==> config.mk <==
export PLATFORM = sky130hd
export DESIGN_NAME = tt_um_pipelined_mult
export DESIGN_NICKNAME = d
export VERILOG_FILES = /design/src/rtl/tt_um_pipelined_mult.sv
export SDC_FILE = /design/constraint.sdc
export NUM_CORES = 2
export LEC_CHECK = 0
export ABC_AREA = 1
export ABC_CLOCK_PERIOD_IN_PS = 9200
export BUFFER_PORTS_ARGS = -buffer_cell sky130_fd_sc_hd__buf_2
export CAP_MARGIN = 10
export CORE_ASPECT_RATIO = 1.4
export CORE_MARGIN = 2
export CORE_UTILIZATION = 33
export DETAILED_ROUTE_END_ITERATION = 12
export PLACE_DENSITY = 0.55
export SYNTH_ARGS = -nofsm -noshare
export SYNTH_HDL_FRONTEND = slang
export SYNTH_SLANG_ARGS = --single-unit
==> constraint.sdc <==
create_clock -name clk -period 9.2 [get_ports clk]
set_input_delay 2.76 -clock clk [delete_from_list [all_inputs] [get_ports clk]]
set_output_delay 2.76 -clock clk [all_outputs]
set_load 0.05 [all_outputs]
==> src/rtl/tt_um_pipelined_mult.sv <==
// Tiny Tapeout top: byte-serial operand load, STAGES-deep WIDTH x WIDTH multiplier,
// byte-serial product readout with busy/done/err status on uio_out[7:5].
//
// state | meaning
// ------+---------------------------------------------------------------
// IDLE  | accepting operand bytes; start checks both operands are full
// CALC  | product travelling down the pipeline, busy=1
// DONE  | product held, rd strobes step through its bytes, done=1
module tt_um_pipelined_mult #(
  parameter int WIDTH     = 32,
  parameter int STAGES    = 4,
  parameter int SIGNED_EN = 1
) (
  input  logic [7:0] ui_in,
  output logic [7:0] uo_out,
  input  logic [7:0] uio_in,
  output logic [7:0] uio_out,
  output logic [7:0] uio_oe,
  input  logic       ena,
  input  logic       clk,
  input  logic       rst_n
);

  localparam int NB = WIDTH / 8;
  localparam int PW = 2 * WIDTH;
  localparam int CW = $clog2(NB + 1);
  localparam int RW = $clog2(2 * NB);
  localparam logic [CW-1:0] NB_C = CW'(NB);
  localparam logic [RW-1:0] LAST_C = RW'(2 * NB - 1);
  localparam logic SIGNED_OK = (SIGNED_EN != 0);

  typedef enum logic [1:0] {
    S_IDLE = 2'd0,
    S_CALC = 2'd1,
    S_DONE = 2'd2
  } state_t;

  state_t          state_q, state_d;
  logic [3:0]      hist_q;
  logic [WIDTH-1:0] a_q, b_q;
  logic [CW-1:0]   cnt_a_q, cnt_b_q;
  logic [RW-1:0]   rd_ptr_q;
  logic [3:0]      calc_cnt_q;
  logic            signed_q;
  logic            err_q;
  logic [PW-1:0]   pipe_q [STAGES];

  logic wr_e, start_e, rd_e;
  logic acc_start, do_wr, do_rd, set_err;

  assign wr_e    = ena & uio_in[0] & ~hist_q[0];
  assign start_e = ena & uio_in[2] & ~hist_q[2];
  assign rd_e    = ena & uio_in[3] & ~hist_q[3];

  // Sign-extend to the full product width so one unsigned multiply covers both modes.
  function automatic logic [PW-1:0] mul_full(input logic [WIDTH-1:0] a,
                                             input logic [WIDTH-1:0] b,
                                             input logic             sm);
    logic [PW-1:0] ax, bx;
    ax = {{WIDTH{sm & a[WIDTH-1]}}, a};
    bx = {{WIDTH{sm & b[WIDTH-1]}}, b};
    return ax * bx;
  endfunction

  function automatic logic [WIDTH-1:0] shift_in(input logic [WIDTH-1:0] op,
                                                input logic [7:0]       d);
    logic [WIDTH+7:0] t;
    t = {d, op};
    return t[WIDTH+7:8];
  endfunction

  always_ff @(posedge clk or negedge rst_n) begin
    if (!rst_n) state_q <= S_IDLE;
    else        state_q <= state_d;
  end

  always_comb begin
    state_d   = state_q;
    acc_start = 1'b0;
    do_wr     = 1'b0;
    do_rd     = 1'b0;
    set_err   = 1'b0;
    case (state_q)
      S_IDLE: begin
        if (start_e) begin
          if (cnt_a_q == NB_C && cnt_b_q == NB_C) begin
            acc_start = 1'b1;
            state_d   = S_CALC;
          end else begin
            set_err = 1'b1;
          end
        end else if (wr_e) begin
          do_wr = 1'b1;
        end
      end
      S_CALC: begin
        if (start_e || wr_e) set_err = 1'b1;
        if (ena && calc_cnt_q == 4'd0) state_d = S_DONE;
      end
      S_DONE: begin
        if (start_e || wr_e) begin
          set_err = 1'b1;
        end else if (rd_e) begin
          do_rd = 1'b1;
          if (rd_ptr_q == LAST_C) state_d = S_IDLE;
        end
      end
      default: state_d = S_IDLE;
    endcase
  end

  always_ff @(posedge clk or negedge rst_n) begin
    if (!rst_n) begin
      hist_q     <= '0;
      a_q        <= '0;
      b_q        <= '0;
      cnt_a_q    <= '0;
      cnt_b_q    <= '0;
      rd_ptr_q   <= '0;
      calc_cnt_q <= '0;
      signed_q   <= 1'b0;
      err_q      <= 1'b0;
      for (int k = 0; k < STAGES; k++) pipe_q[k] <= '0;
    end else begin
      hist_q <= uio_in[3:0];

      if (do_wr) begin
        if (!uio_in[1]) begin
          a_q <= shift_in(a_q, ui_in);
          if (cnt_a_q != NB_C) cnt_a_q <= cnt_a_q + 1'b1;
        end else begin
          b_q <= shift_in(b_q, ui_in);
          if (cnt_b_q != NB_C) cnt_b_q <= cnt_b_q + 1'b1;
        end
      end

      if (acc_start) begin
        signed_q   <= uio_in[4] & SIGNED_OK;
        err_q      <= 1'b0;
        calc_cnt_q <= 4'(STAGES - 1);
        rd_ptr_q   <= '0;
      end else if (set_err) begin
        err_q <= 1'b1;
      end

      // The pipeline only advances in CALC, so the last stage holds the product in DONE.
      if (state_q == S_CALC && ena) begin
        if (calc_cnt_q != 4'd0) calc_cnt_q <= calc_cnt_q - 4'd1;
        pipe_q[0] <= mul_full(a_q, b_q, signed_q);
        for (int k = 1; k < STAGES; k++) pipe_q[k] <= pipe_q[k-1];
      end

      if (do_rd) begin
        if (rd_ptr_q == LAST_C) begin
          rd_ptr_q <= '0;
          cnt_a_q  <= '0;
          cnt_b_q  <= '0;
        end else begin
          rd_ptr_q <= rd_ptr_q + 1'b1;
        end
      end
    end
  end

  logic [PW-1:0] product;
  assign product = pipe_q[STAGES-1];

  always_comb begin
    uo_out = 8'h00;
    if (state_q == S_DONE) uo_out = product[8*rd_ptr_q +: 8];
  end

  assign uio_out = {err_q, state_q == S_DONE, state_q == S_CALC, 5'b0_0000};
  assign uio_oe  = 8'b1110_0000;

  logic unused_ok;
  assign unused_ok = &{1'b0, uio_in[7:5], hist_q[1]};

endmodule

==> summary.md <==
| Metric | Value |
|---|---|
| Status | `complete, no violations` |
| Post-CTS sizing | `0` |
| Mapped Cells | `6686` |
| Avg Cell Area, Syn | `8.06 um2` |
| Core area | `162000 um2` |
| Post-synth top flop | `dfrtp_1` |
| Initial drt markers | `2459` |
| Post-CTS Hold Fix Bufs | `0` |
| Seq/Total Area, Yosys | `0.158` |
| CP Capture Type | `flip-flop` |
| Crit share post-route | `0.924` |
| Routed vias | `40700` |
| Htree depth | `2` |
| Chip height | `between 400 and 500 um` |
| Required @ worst endpoint | `9.66 ns` |
| Worst-Margin Slew | `1.10 ns` |
| Critical path arrival | `8.96 ns` |
| Vias in the first global route | `roughly 45000` |
| Dpl hpwl | `129 mm` |
| Final ANT Viol Nets | `0` |
| Area grow syn2layout | `6.42%` |
| Port Buffer Count | `26` |
| CP Max Fanout | `13` |
| Hold Violations, Final | `0` |
| Post-synth EDFFs | `0` |
| FF-to-FF Start | `signed_q$_DFFE_PN0P_` |
| Cell variety after synth | `45` |
| Cells on Worst Hold Path | `2` |
| First-pass GRT wire length | `about 250 mm` |
| Number of synthesized register bits | `340` |
| Per-cell routed wire length | `between 15 and 20 um` |
| Async S/R FF share, synth | `1.00` |
| Routed WL | `161 mm` |
| Worst slew margin | `0.268` |
| Layout Skew | `between 0.03 and 0.04 ns` |
| Initial Utilization | `0.332` |
| Layout cell share with drive strength beyond 1 | `0.0394` |
| Maxcap violations | `0` |
| Fillers | `16900` |
| Final Wtd Congestion | `0.959` |
| Detailed Routing Iterations Pass 1 | `5` |
| Pin count of the biggest net entering global routing | `218` |
| Vias/cell | `around 4.7` |
| I/O Pins | `43` |
| Root Driver | `clkbuf_16` |
| Initial antenna violation count | `6` |
| # rows | `175` |
| FF-to-FF setup slack | `0.70 ns` |
| R2r worst-path depth | `27` |
| Setup bufs post-CTS | `0` |
| Slew Viols, Final | `0` |
| Overall Global Routing Usage | `0.199` |
| Netlist Area Pre-Place | `53900 um2` |
| Residual DRC | `0` |
| Commonest cells after routing, fill and taps aside | `nand2_1 (1961), inv_1 (1806), fa_1 (1124), dfrtp_1 (317), o21ai_0 (283)` |
| Hold Path Sink | `product[23]$_DFFE_PN0P_` |
| Clk slew on worst S/H paths | `0.07 ns` |
| Final min period | `about 8.5 ns` |
| Synthesis Warnings | `0` |
| GRT Residual Overflow | `0` |
| Nets | `roughly 8000` |
| Clock Sink Count | `340` |
| TritonCTS clock tree | `built` |
| FF-to-FF End | `pipe_q[243]$_DFFE_PN0P_` |
| Die Wd | `346 um` |
| Total CTS buffers | `41` |
| CP startpoint kind | `flip-flop` |
| Setup tns final | `0 ns` |
| Ant diodes | `0` |
| Worst-case clock buffer depth | `3` |
| Finished Core Util | `0.354` |
| RSZ-0062 raised after global routing | `false` |
| Final setup vio count | `0` |
| Commonest non-fill, non-tap cell in the layout | `nand2_1` |
| Hold WC Path Type | `reg -> reg` |
| Register area | `between 8000 and 9000 um2` |
| Die ar. | `167000 um2` |
| Fmax | `approximately 120 MHz` |
| Crit Path Class | `reg -> reg` |
| Clk_lat worst skew | `around 0.63 ns` |
| Area of the multi-input gates | `37200 um2` |
| Beginning of the worst hold path | `pipe_q[87]$_DFFE_PN0P_` |
## area by class of cell
cell class,count,share of cell area
clock inverters,14,0.00297
inverters,1815,0.119
flip-flops and latches,340,0.149
multi-input cells,4188,0.648
clock buffers,55,0.0198
well taps,2124,0.0463
repair buffers,113,0.0147
## synthesized netlist by cell type (all sizes together) (2+ instances only)
cell	n	share of area
nor3	16	0.0019
o21bai	16	0.0022
nor4	3	0.00035
a32oi	2	0.00033
a31oi	8	0.00093
inv	1814	0.13
ha	223	0.052
o21ai	311	0.029
o22ai	11	0.0013
fa	1125	0.42
or2	4	0.00046
nand2	1975	0.14
xor2	5	0.00081
nand4	21	0.0024
nand3	114	0.011
nor2	226	0.017
o32ai	2	0.00033
clkbuf	302	0.021
conb	2	0.00014
dfrtp	340	0.16
xnor2	24	0.0039
nand3b	6	0.00084
a21oi	77	0.0074
buf	52	0.0055
## kinds of logic (layout without fill, tap and decap cells)
| kind of cell | Yosys count | after routing | synth area share |
|---|---|---|---|
| adder cells (fa/ha/maj) | 1348 | 1348 | 0.470 |
| other | 2 | 13 | 0.000139 |
| buffers and inverters | 2169 | 1997 | 0.153 |
| AO/OA/AOI/OAI | 431 | 431 | 0.0422 |
| AND/OR/NAND/NOR | 2367 | 2367 | 0.173 |
| XOR/XNOR | 29 | 29 | 0.00471 |
| flip-flops | 340 | 340 | 0.158 |
## layer usage
layer	vias to the layer above	wire, um	GRT usage
li1	18500	-	-
met1	20700	58600	0.216
met2	1081	86500	0.383
met3	401	7060	0.0232
met4	10	8840	0.0942
met5	-	54	0
## stage by stage
stage               instance area (um2)  setup slack (ns)  cells  hold slack, ns
detailed placement                56100             0.762   8580           0.454
CTS                               57400             0.703   8649           0.469
finish                            57400             0.703   8649           0.465
floorplan                         53900              1.80   6697           0.442
global route                      57400             0.188   8649           0.488
global placement                  56100             0.768   8580           0.453
## worst max-delay path by stage
stage | slack, ns | startpoint | cells past startpoint | endpoint
2_1_floorplan | 1.80 | a_q[31]$_DFFE_PN0P_ | 26 | pipe_q[253]$_DFFE_PN0P_
3_3_place_gp | 0.77 | signed_q$_DFFE_PN0P_ | 27 | pipe_q[243]$_DFFE_PN0P_
3_5_place_dp | 0.76 | signed_q$_DFFE_PN0P_ | 27 | pipe_q[243]$_DFFE_PN0P_
4_1_cts | 0.70 | signed_q$_DFFE_PN0P_ | 27 | pipe_q[243]$_DFFE_PN0P_
5_1_grt | 0.19 | signed_q$_DFFE_PN0P_ | 27 | pipe_q[250]$_DFFE_PN0P_
6_report | 0.70 | signed_q$_DFFE_PN0P_ | 27 | pipe_q[243]$_DFFE_PN0P_
## worst max-delay path, stage by stage, from the launching register on
cell     delay, ns
dfrtp_1       0.63
nand2_2       0.30
nor2_1        0.39
fa_1          0.57
fa_1          0.63
fa_2          0.51
inv_1         0.45
fa_1          0.50
buf_4         0.22
inv_1         0.26
fa_1          0.50
fa_1          0.55
inv_1         0.05
fa_1          0.48
fa_1          0.50
inv_1         0.05
ha_1          0.43
nand2_1       0.15
nor2_1        0.17
inv_1         0.10
nor2_2        0.14
nand2_1       0.09
nor3_1        0.14
nand2_1       0.10
nand3_1       0.09
nand2_1       0.05
nand3_1       0.18
o21ai_1       0.09
## state kept, by name, summed over array words and instances (netlist names)
signal	flops
err_q	1
rd_ptr_q	3
cnt_b_q	3
cnt_a_q	3
state_q	2
b_q	32
calc_cnt_q	4
signed_q	1
a_q	32
product	64
pipe_q	192
hist_q	3
Power is left out: the tool's default activity adds up to more than one toggle a clock period on the data nets, which glitch-free logic cannot reach.
